### config.mk
export PLATFORM = sky130hd
export DESIGN_NAME = act_dispatch_col
export DESIGN_NICKNAME = d
export VERILOG_FILES = /design/src/rtl/diff_core_pkg.sv /design/src/rtl/act_dispatch_col_first_set6.sv /design/src/rtl/act_dispatch_col.sv
export SDC_FILE = /design/constraint.sdc
export NUM_CORES = 1
export LEC_CHECK = 0
export ABC_AREA = 1
export CAP_MARGIN = 0
export CORE_MARGIN = 1
export CORE_UTILIZATION = 40
export CTS_CLUSTER_SIZE = 10
export DETAILED_ROUTE_END_ITERATION = 6
export GPL_TIMING_DRIVEN = 0
export PLACE_DENSITY = 0.67
export RECOVER_POWER = 25
export SYNTH_ARGS = -nofsm -noshare
export SYNTH_HDL_FRONTEND = slang
export SYNTH_HIERARCHICAL = 1
export SYNTH_SLANG_ARGS = --single-unit
### constraint.sdc
create_clock -name clk -period 7.9 [get_ports clk]
set_clock_uncertainty 0.05 [all_clocks]
set_input_delay 1.58 -clock clk [delete_from_list [all_inputs] [get_ports clk]]
set_output_delay 1.58 -clock clk [all_outputs]
set_load 0.02 [all_outputs]
### src/rtl/diff_core_pkg.sv
// Shared core definitions: dispatcher state encoding and activation-group geometry.
package diff_core_pkg;

    typedef enum logic [1:0] {
        IDLE   = 2'd0,
        OFFER  = 2'd1,
        STREAM = 2'd2
    } disp_state_t;

    localparam int unsigned ACT_GROUP_SIZE = 6;
    localparam int unsigned ACT_WIDTH      = 8;

endpackage

### src/rtl/act_dispatch_col_first_set6.sv
// Priority encoder for a 6-bit mask: index of the most-significant set bit.
module first_set6 (
    input  logic [5:0] i_mask,
    output logic [2:0] o_idx,
    output logic       o_none
);

    always_comb begin
        o_idx  = '0;
        o_none = 1'b1;
        // Ascending scan so the highest set bit is the last one written.
        for (int unsigned i = 0; i < 6; i++) begin
            if (i_mask[i]) begin
                o_idx  = 3'(i);
                o_none = 1'b0;
            end
        end
    end

endmodule

### src/rtl/act_dispatch_col.sv
// Per-column activation dispatcher: latches one group, offers its guard map,
// then streams only the guarded activations, one per consume pulse.
module act_dispatch_col #(
    parameter int unsigned ACT_WIDTH  = diff_core_pkg::ACT_WIDTH,
    parameter int unsigned GROUP_SIZE = diff_core_pkg::ACT_GROUP_SIZE,
    parameter int unsigned CNT_WIDTH  = 16
) (
    input  logic                            clk,
    input  logic                            rst_n,
    input  logic                            src_valid,
    output logic                            src_ready,
    input  logic [GROUP_SIZE*ACT_WIDTH-1:0] src_data,
    input  logic                            src_is_odd_row,
    input  logic                            src_end_of_row,
    input  logic                            cfg_bit_mode,
    input  logic                            cfg_kernal_mode,
    output logic                            valid_o,
    input  logic                            ready_i,
    output logic [GROUP_SIZE-1:0]           guard_map_o,
    output logic                            is_odd_row_o,
    output logic                            end_of_row_o,
    output logic                            kernal_mode_o,
    output logic                            bit_mode_o,
    output logic [ACT_WIDTH-1:0]            activation_o,
    input  logic                            activation_en_i,
    output logic [CNT_WIDTH-1:0]            group_cnt_o,
    output logic                            underflow_o
);

    import diff_core_pkg::*;

    disp_state_t                     r_state;
    disp_state_t                     w_state_nxt;
    logic [GROUP_SIZE*ACT_WIDTH-1:0] r_data;
    logic [GROUP_SIZE-1:0]           r_guard;
    logic [GROUP_SIZE-1:0]           r_rem;
    logic [GROUP_SIZE-1:0]           w_rem_nxt;
    logic [GROUP_SIZE-1:0]           w_src_guard;
    logic [GROUP_SIZE-1:0]           w_mask;
    logic [GROUP_SIZE-1:0]           w_onehot;
    logic [GROUP_SIZE-1:0]           w_mask_cleared;
    logic                            r_odd;
    logic                            r_eor;
    logic                            r_km;
    logic                            r_bm;
    logic [CNT_WIDTH-1:0]            r_cnt;
    logic                            r_underflow;
    logic [2:0]                      w_idx;
    logic                            w_none;
    logic                            w_accept;
    logic                            w_hs;
    logic                            w_underflow_evt;
    logic [ACT_WIDTH-1:0]            w_act;

    // Bit k of the guard map belongs to the element stored at src_data[k*W +: W].
    always_comb begin
        w_src_guard = '0;
        for (int unsigned i = 0; i < GROUP_SIZE; i++) begin
            w_src_guard[i] = |src_data[i*ACT_WIDTH +: ACT_WIDTH];
        end
        if (cfg_bit_mode) begin
            w_src_guard = '1;
        end
    end

    // OFFER previews the first guarded element, STREAM walks the remaining mask.
    assign w_mask         = (r_state == STREAM) ? r_rem : r_guard;
    assign w_onehot       = GROUP_SIZE'(1) << w_idx;
    assign w_mask_cleared = w_mask & ~w_onehot;

    first_set6 u_first_set6 (
        .i_mask (w_mask),
        .o_idx  (w_idx),
        .o_none (w_none)
    );

    always_comb begin
        w_act = '0;
        if (r_state != IDLE && !w_none) begin
            for (int unsigned i = 0; i < GROUP_SIZE; i++) begin
                if (32'(w_idx) == i) begin
                    w_act = r_data[i*ACT_WIDTH +: ACT_WIDTH];
                end
            end
        end
    end

    always_comb begin
        w_state_nxt     = r_state;
        w_rem_nxt       = r_rem;
        w_accept        = 1'b0;
        w_hs            = 1'b0;
        w_underflow_evt = 1'b0;
        case (r_state)
            IDLE: begin
                w_underflow_evt = activation_en_i;
                if (src_valid) begin
                    w_accept    = 1'b1;
                    w_state_nxt = OFFER;
                end
            end
            OFFER: begin
                if (ready_i) begin
                    w_hs = 1'b1;
                    if (r_guard == '0) begin
                        w_state_nxt = IDLE;
                    end else begin
                        // A consume in the handshake cycle already takes the first element.
                        w_rem_nxt   = activation_en_i ? w_mask_cleared : r_guard;
                        w_state_nxt = (w_rem_nxt == '0) ? IDLE : STREAM;
                    end
                end else begin
                    w_underflow_evt = activation_en_i;
                end
            end
            STREAM: begin
                if (activation_en_i) begin
                    w_rem_nxt = w_mask_cleared;
                    if (w_mask_cleared == '0) begin
                        w_state_nxt = IDLE;
                    end
                end
            end
            default: begin
                w_state_nxt = IDLE;
            end
        endcase
    end

    always_ff @(posedge clk) begin
        if (!rst_n) begin
            r_state     <= IDLE;
            r_data      <= '0;
            r_guard     <= '0;
            r_rem       <= '0;
            r_odd       <= 1'b0;
            r_eor       <= 1'b0;
            r_km        <= 1'b0;
            r_bm        <= 1'b0;
            r_cnt       <= '0;
            r_underflow <= 1'b0;
        end else begin
            r_state <= w_state_nxt;
            r_rem   <= w_rem_nxt;
            if (w_accept) begin
                r_data  <= src_data;
                r_guard <= w_src_guard;
                r_odd   <= src_is_odd_row;
                r_eor   <= src_end_of_row;
                r_km    <= cfg_kernal_mode;
                r_bm    <= cfg_bit_mode;
            end
            if (w_hs) begin
                r_cnt <= r_cnt + 1'b1;
            end
            if (w_underflow_evt) begin
                r_underflow <= 1'b1;
            end
        end
    end

    assign src_ready     = (r_state == IDLE);
    assign valid_o       = (r_state == OFFER);
    assign guard_map_o   = r_guard;
    assign is_odd_row_o  = r_odd;
    assign end_of_row_o  = r_eor;
    assign kernal_mode_o = r_km;
    assign bit_mode_o    = r_bm;
    assign activation_o  = w_act;
    assign group_cnt_o   = r_cnt;
    assign underflow_o   = r_underflow;

endmodule

# Yosys cells after proc, flatten, opt, wreduce, memory -nomap -nowiden
# Index checks and enable logic that the tools add are counted.
dict set report word_totals {
  regBits 83
  inputBits 57
}
dict set report classes {
  eq_ne 12
  n_addsub 1
  reduce_logical 17
  shifts 1
  mux 38
  n_bitwise 2
}
# cell n
set ops {}
lappend ops {{two-way mux 8 bit} 7}
lappend ops {{OR reduction 8 bit} 6}
lappend ops {{two-way mux 6 bit} 6}
lappend ops {{logical NOT 6 bit} 3}
lappend ops {{adder 16 x 1 -> 16 bit, second input constant} 1}
lappend ops {{two-way mux 2 bit} 8}
lappend ops {{two-way mux 1 bit} 12}
lappend ops {{case mux 6 bit (2 select lines)} 1}
lappend ops {{AND reduction 4 bit} 2}
lappend ops {{AND 6 bit} 1}
lappend ops {{equality test 3 x 2 -> 1 bit, second input constant} 2}
lappend ops {{equality test 3 bit, second input constant} 2}
lappend ops {{two-way mux 3 bit} 2}
lappend ops {{inequality test 2 bit, second input constant} 3}
lappend ops {{NOT 6 bit} 1}
lappend ops {{case mux 2 bit (3 select lines)} 1}
lappend ops {{left shift 1 x 3 -> 6 bit, first input constant} 1}
lappend ops {{inequality test 2 x 1 -> 1 bit, second input constant} 2}
lappend ops {{nonzero test 2 bit} 2}
lappend ops {{equality test 3 x 1 -> 1 bit, second input constant} 1}
lappend ops {{logical NOT 3 bit} 1}
lappend ops {{equality test 2 x 1 -> 1 bit, second input constant} 1}
lappend ops {{equality test 2 bit, second input constant} 1}
lappend ops {{logical NOT 2 bit} 1}
lappend ops {{other kinds (3)} 3}

# Depth between registers and ports, before layout
# Gate-level depths: netlist of the first run.
dict set report depth {
  ltp_word 16
  depth_mapped 19
  mapped_depth_nobuf 18
}

# Hierarchy
# Netlist of the first run, hierarchy kept.
# mod cells_each area_per_inst_um2 n_inst
set by_module_without_submodules {}
lappend by_module_without_submodules {act_dispatch_col 558 3846.2 1}
lappend by_module_without_submodules {first_set6 14 57.6 1}

# Worst setup path before layout of the first run
# No wires, ideal clock.
dict set report synth_timing {
  kind {register to output}
  startpoint {register r_state[1]}
  endpoint {output port activation_o[2]}
  slack_ns 4.022
  path_buffers 2
  stages_incl_launch_ff 13
  arrival_ns 2.248
  t_required_ns 6.270
  path_cell_list {dfxtp_1 > buf_4 > nand2_1 > buf_2 > nand2_1 > nand2_1 > inv_1 > nand2_1 > nor2_1 > nand2_1 > nor2_1 > a22oi_1 > a31oi_1}
}
# item line
set synth_lines {}
lappend synth_lines {{start, declared} act_dispatch_col.sv:32} ;# disp_state_t r_state;
lappend synth_lines {{start signal, assigned} act_dispatch_col.sv:143} ;# r_state <= w_state_nxt;
lappend synth_lines {{equality test 2 bit *} act_dispatch_col.sv:67} ;# assign w_mask = (r_state == STREAM) ? r_rem : r_guard;
lappend synth_lines {{two-way mux 6 bit *} act_dispatch_col.sv:67}
lappend synth_lines {{named net w_mask[4]} act_dispatch_col.sv:39} ;# logic [GROUP_SIZE-1:0] w_mask;
lappend synth_lines {{two-way mux 3 bit * (2 in series)} act_dispatch_col_first_set6.sv:13} ;# if (i_mask[i]) begin
lappend synth_lines {{named net w_idx[2]} act_dispatch_col.sv:48} ;# logic [2:0] w_idx;
lappend synth_lines {{logical NOT 3 bit} act_dispatch_col.sv:81} ;# if (32'(w_idx) == i) begin
lappend synth_lines {{two-way mux 8 bit (5 in series)} act_dispatch_col.sv:81}
lappend synth_lines {{two-way mux 8 bit *} act_dispatch_col.sv:81}
lappend synth_lines {{two-way mux 8 bit *} act_dispatch_col.sv:79} ;# if (r_state != IDLE && !w_none) begin
lappend synth_lines {{end, declared} act_dispatch_col.sv:24} ;# output logic [ACT_WIDTH-1:0] activation_o,
# Mark *: on every way through the listed nets, which the timed path passes. The rest lies on a longest branch.

# Final worst setup path of the first run
# Ends and elaborated chain as after synthesis.

==> results of run 1 <==
## cells in the final DEF, fill, tap and decap left out, types with 2 or more instances in the layout
cell / instances
dfxtp_1: 83
o21a_1: 2
clkdlybuf4s50_1: 89
nor2_2: 2
inv_1: 51
a21oi_1: 43
nand4_1: 3
o21ai_0: 90
nand2_1: 87
buf_2: 3
a22oi_1: 5
nor4_1: 9
a31oi_1: 11
a211oi_1: 3
clkbuf_1: 23
bufinv_16: 2
nor2_1: 108
dlygate4sd3_1: 2
clkbuf_8: 10
nor3_1: 7
a41oi_1: 3
nand3_1: 30
## power groups by stage
stage               registers, mW  clock network [mW]  logic, mW
finish                      0.480               0.343      0.262
global route                0.484               0.368      0.293
CTS                         0.480               0.348      0.262
detailed placement          0.489                   0      0.261
global placement            0.488                   0      0.258
floorplan                   0.490                   0      0.150
## cell families after synthesis
logic type | Yosys count | synth area share
compound gates | 158 | 0.216
xor+xnor | 1 | 0.00224
fa+ha+maj | 1 | 0.00320
buf+inv | 80 | 0.0795
flops | 83 | 0.426
simple gates | 249 | 0.273
## critical path: stages (launching register included)
cell and delay [ps]:
dfxtp_1 400, buf_4 210, nand2_1 140, buf_2 220, nand2_1 70, nand2_1 90
inv_1 90, nand2_1 120, nor2_1 230, nand2_1 80, nor2_1 530, a22oi_1 250
a31oi_1 300, clkdlybuf4s50_1 650
## state kept, by name (all words and copies together), names as in the netlist
name	cells
guard_map_o	6
kernal_mode_o	1
end_of_row_o	1
r_data	48
r_state	2
r_rem	6
is_odd_row_o	1
group_cnt_o	16
bit_mode_o	1
underflow_o	1
## worst min path at each step
stage,startpoint,endpoint,slack (ps)
3_5_place_dp,underflow_o,underflow_o,410
6_report,underflow_o,underflow_o,420
3_3_place_gp,underflow_o,underflow_o,400
2_1_floorplan,r_data[16],r_data[16],400
5_1_grt,r_data[43],r_data[43],460
4_1_cts,underflow_o,underflow_o,430
## per-stage QoR
step	cells	hold slack, ps	total power, mW
detailed placement	792	409	0.750
CTS	807	429	1.09
floorplan	572	400	0.640
global placement	792	402	0.746
global route	807	461	1.15
finish	807	422	1.09
## final cells by class
cell class | count | area [µm²]
clock buffer | 10 | 138
buffer | 27 | 109
tap | 129 | 161
clock inverter | 5 | 85.1
sequential | 83 | 1660
timing repair buffer | 91 | 911
inverter | 53 | 199
multi-input combinational | 409 | 1900
fill | 900 | 4170
## metal layers
| metal | vias to the layer above | track usage |
|---|---|---|
| met5 | - | 0 |
| met2 | 150 | 0.408 |
| met4 | 0 | 0.0892 |
| li1 | 2107 | - |
| met3 | 16 | 0.0368 |
| met1 | 1910 | 0.324 |
==> impl_metrics.csv, run 1 <==
group,metric,value,unit
sta,setup_tns,0,ps
power,internal_power,0.743,mW
power,ir_drop,0.000112,V
floorplanning,core,9330,µm²
final_layout,diodes,0,
place,hpwl,8970,µm
global_routing,overflow,0,
logic_synthesis,ys_async_sr_fraction,0,
clock_network,numCtsBuffers,9,
hold_path,hold-path-cell-count,2,
sta,tightest_slew,691,ps
logic_synthesis,syn_area_per_cell,6.82,µm²
sta,max_slew_margin,0.538,
sta,hold_viol_final,0,
power,clkPwrFrac,0.316,
global_routing,grt_pass1_vias,3987,
logic_synthesis,synth-seq-cells,83,
global_routing,grt_max_degree,15,
clock_network,cts_hold_buf,0,
critical_path,crit_required,6270,ps
critical_path,crit_fanout,10,
sta,period_needed,5380,ps
sta,rsz0062_at_grt,"no",
clock_network,root_buffer,"clkbuf_8",
drt,drt_iter0_markers,218,
drt,routed_wl,11700,µm
drt,wire_per_inst,14.5,µm
logic_synthesis,yosysWarnings,6,
power,sw_frac_of_total,0.315,
sta,fin_crit_sh,0.681,
logic_synthesis,syn-instance-count,572,
final_layout,area_growth,32.2,%
global_routing,grt_pass1_wl,19200,µm
clock_network,cts_tree,"done",
floorplanning,die_x,101,µm
logic_synthesis,synth_most_common_cell,"nor2_1",
drt,met2_length,5460,µm
place,post_dp_cell_area,4980,µm²
place,pre_cts_ws,2930,ps
floorplanning,boundaryPins,94,
sta,drv_slew,0,
final_layout,fin_area,5160,µm²
logic_synthesis,syn-num-nets,630,
floorplanning,initial_core_util,0.419,
clock_network,htree_levels,3,
sta,setup_violations,0,
power,seq_power_share,0.443,
clock_network,clk_pin_slew_worst_paths,90,ps
logic_synthesis,synthTopCellsByArea,"dfxtp_1 43%, o21ai_0 12%, nor2_1 10%, nand2_1 8.2%, a21oi_1 5.5%",
clock_network,clk_latency,350,ps
global_routing,gr-usage-all-layers,0.246,
logic_synthesis,yosys-top-cells-count,"104 x nor2_1, 90 x o21ai_0, 85 x nand2_1, 83 x dfxtp_1, 50 x inv_1",
clock_network,clockBufferDepth,2,
drt,drc,0,
clock_network,post_cts_buffers,0,
drt,wl_met3,682,µm
critical_path,r2r_slack,4870,ps
power,pwr-share-comb,0.242,
drt,drt-met1-wl,5320,µm
critical_path,ff2ff_path_depth,17,
logic_synthesis,yosysTopAreaCellShare,0.426,
drt,highest_layer,"met4",
floorplanning,die_y,101,µm
logic_synthesis,yosys.area.top_type,"dfxtp_1",
critical_path,critical_path.endpoint,"activation_o[2]",
logic_synthesis,ys_seq_area_frac,0.426,
critical_path,r2r-start,"r_state[1]",
critical_path,start_kind,"flip-flop",
critical_path,cp.arrival,3750,ps
global_routing,antenna_found_initial,0,
drt,first_pass_iters,5,
logic_synthesis,synth_edf_count,0,
floorplanning,dieArea,10200,µm²
final_layout,final_nets,732,
logic_synthesis,synth_cell_types,28,
sta,worst_slack,2520,ps
power,p_sw,0.342,mW
clock_network,ctsResizeCount,0,
place,io_buffers,91,
drt,via_per_inst,5.18,
hold_path,hold_class,"reg -> reg",
logic_synthesis,netlist_area,3900,µm²
critical_path,cp-end-kind,"output port",
power,p_leak,2.07,nW
logic_synthesis,synth-main-ff-cell,"dfxtp_1",
status,status,"completed",
sta,fmax,186,MHz
place,place_congestion,0.891,
critical_path,critPathLaunch,"r_state[1]",
floorplanning,fp-row-count,35,
drt,vias,4183,
critical_path,path_class,"reg -> out",
flow_run,drv_cap,0,
final_layout,drive_above_1_share,0.0369,
drt,drtAntennaViolNets,0,
power,power.density,210,nW/µm²
clock_network,cts.sink_count,83,
final_layout,fin_util,0.553,
critical_path,rr_endpoint,"r_state[1]",
(Power assumes the default switching activity.)
==> run 2: changes to the inputs <==
--- a/config.mk
+++ b/config.mk
@@ -12,7 +12,7 @@
 export CTS_CLUSTER_SIZE = 10
 export DETAILED_ROUTE_END_ITERATION = 6
 export GPL_TIMING_DRIVEN = 0
-export PLACE_DENSITY = 0.67
+export PLACE_DENSITY = 0.69
 export RECOVER_POWER = 25
 export SYNTH_ARGS = -nofsm -noshare
 export SYNTH_HDL_FRONTEND = slang
==> constraint.sdc (replaced) <==
create_clock -name clk -period 4.7 [get_ports clk]
set_clock_uncertainty 0.05 [all_clocks]
set_input_delay 0.94 -clock clk [delete_from_list [all_inputs] [get_ports clk]]
set_output_delay 0.94 -clock clk [all_outputs]
set_load 0.02 [all_outputs]
==> run 2 against run 1 <==
Power rose by 61%. Via count about the same. Register-to-register slack worse by 3000 ps. Count of clock-buffer cells in the layout did not move. Critical path depth did not move. Hold slack about the same. Cell count unchanged. Highest routed layer unchanged.
==> impl_metrics.csv, run 2 (same netlist as run 1, synthesis figures left out) <==
group,metric,value,unit
critical_path,cp_slowest_stage_delay,650,ps
final_layout,top_register,"r_data",
status,status,"completed",
final_layout,diodes,0,
floorplanning,boundaryPins,94,
floorplanning,initial_core_util,0.419,
drt,drtAntennaViolNets,0,
clock_network,clk_pin_slew_worst_paths,90,ps
power,ir_drop,0.000163,V
clock_network,clockBufferDepth,2,
clock_network,clk_latency,350,ps
critical_path,r2r_slack,1920,ps
floorplanning,core,9330,µm²
final_layout,final_nets,731,
drt,via_per_inst,5.19,
critical_path,critical_path.endpoint,"activation_o[2]",
clock_network,root_buffer,"clkbuf_8",
clock_network,cts_tree,"done",
critical_path,crit_required,3710,ps
sta,tightest_slew,586,ps
sta,max_slew_margin,0.609,
global_routing,grt_max_degree,16,
sta,fin_crit_sh,0.946,
global_routing,gr-usage-all-layers,0.240,
hold_path,hold_class,"reg -> reg",
clock_network,ctsResizeCount,1,
final_layout,final_common_cell,"nor2_1",
final_layout,largest_register_ffs,48,
critical_path,rr_endpoint,"r_state[1]",
sta,setup_tns,0,ps
clock_network,cts.sink_count,83,
global_routing,grt_pass1_wl,18800,µm
place,io_buffers,91,
place,place_congestion,0.868,
sta,drv_slew,0,
global_routing,grt_pass1_vias,3897,
final_layout,area_growth,31.8,%
clock_network,post_cts_buffers,0,
power,p_leak,2.14,nW
critical_path,cp-end-kind,"output port",
floorplanning,fp-row-count,35,
final_layout,fin_util,0.552,
final_layout,fin_area,5140,µm²
floorplanning,dieArea,10200,µm²
critical_path,cp_top_family,"buffers and inverters",
flow_run,drv_cap,0,
critical_path,path_cells,"buf_4 > nand2_1 > buf_2 > nand2_1 > nand2_1 > inv_1 > nand2_1 > nor2_2 > nand2_1 > nor2_2 > a22oi_1 > a31oi_1 > clkdlybuf4s50_1",
place,pre_cts_ws,385,ps
critical_path,critPathLaunch,"r_state[1]",
clock_network,cts_hold_buf,0,
sta,fmax,225,MHz
critical_path,cpMostUsedCell,"nand2_1",
clock_network,htree_levels,3,
sta,worst_slack,252,ps
drt,wire_per_inst,14.6,µm
drt,drc,0,
power,finalPower,1.74,mW
critical_path,ff2ff_path_depth,17,
critical_path,cp.arrival,3460,ps
critical_path,crit_fanout,10,
place,hpwl,8770,µm
global_routing,overflow,0,
critical_path,start_kind,"flip-flop",
final_layout,drive_above_1_share,0.0457,
final_layout,nFillCells,910,
drt,vias,4187,
critical_path,path_class,"reg -> out",
final_layout,layout_common_cells,"106 x nor2_1, 90 x o21ai_0, 87 x nand2_1, 83 x dfxtp_1, 83 x clkdlybuf4s50_1",
sta,hold_viol_final,0,
sta,rsz0062_at_grt,"no",
drt,drt_iter0_markers,291,
floorplanning,die_y,101,µm
drt,first_pass_iters,5,
critical_path,cp_num_buf_inv,4,
place,post_dp_cell_area,4980,µm²
global_routing,antenna_found_initial,0,
critical_path,cp_slowest_cell,"clkdlybuf4s50_1",
final_layout,regArea,1660,µm²
sta,setup_violations,0,
floorplanning,die_x,101,µm
sta,period_needed,4450,ps
clock_network,numCtsBuffers,9,
power,power.density,339,nW/µm²
critical_path,r2r-start,"r_state[1]",
drt,routed_wl,11700,µm
final_layout,multi_input_area,1910,µm²
critical_path,cp.depth,13,
run 2: cell types whose count changed in the layout (fill, tap and decap cells not counted), sizes merged:
cell / change
dlygate4sd3: +1
inv: +1
bufinv: -2
clkdlybuf4s50: -6
clkinvlp: +1
dlymetal6s2s: +5
clkbuf: -1
clkinv: +1
run 2: power by group:
group | total, mW | switching (mW) | internal, mW | leakage (nW)
sequential | 0.807 | 0.0407 | 0.766 | 0.684
clock | 0.493 | 0.281 | 0.212 | 0.0908
combinational | 0.443 | 0.274 | 0.169 | 1.37
total | 1.74 | 0.595 | 1.15 | 2.14
run 2: layout make-up:
type | instances | share of cell area
Tap cell | 129 | 0.0314
Sequential cell | 83 | 0.323
Buffer | 26 | 0.0207
Timing Repair Buffer | 91 | 0.179
Multi-Input combinational cell | 409 | 0.371
Inverter | 53 | 0.0387
Clock buffer | 10 | 0.0268
Clock inverter | 6 | 0.00948
run 2: tightest hold or removal path, cell delays in order, from the launching register on:
cell	delay (ps)
dfxtp_1	330
nor2_1	40
nor2_1	70
run 2: metal layers:
metal	vias to the layer above	GRT usage	part of all wire
met5	-	0	0
met4	0	0.0680	0.020
met3	21	0.0610	0.069
met2	162	0.393	0.46
met1	1903	0.311	0.45
li1	2101	-	-
run 2: per-stage QoR:
step | std cells | hold slack [ps]
floorplan | 572 | 400
global placement | 792 | 400
detailed placement | 792 | 412
CTS | 807 | 433
global route | 807 | 448
finish | 807 | 423
run 2: worst min-delay path by stage:
stage,cells after the start,to,slack (ps),from
3_3_place_gp,2,underflow_o,400,underflow_o
3_5_place_dp,2,underflow_o,410,underflow_o
5_1_grt,2,underflow_o,450,underflow_o
6_report,2,underflow_o,420,underflow_o
2_1_floorplan,2,r_data[16],400,r_data[16]
4_1_cts,2,underflow_o,430,underflow_o
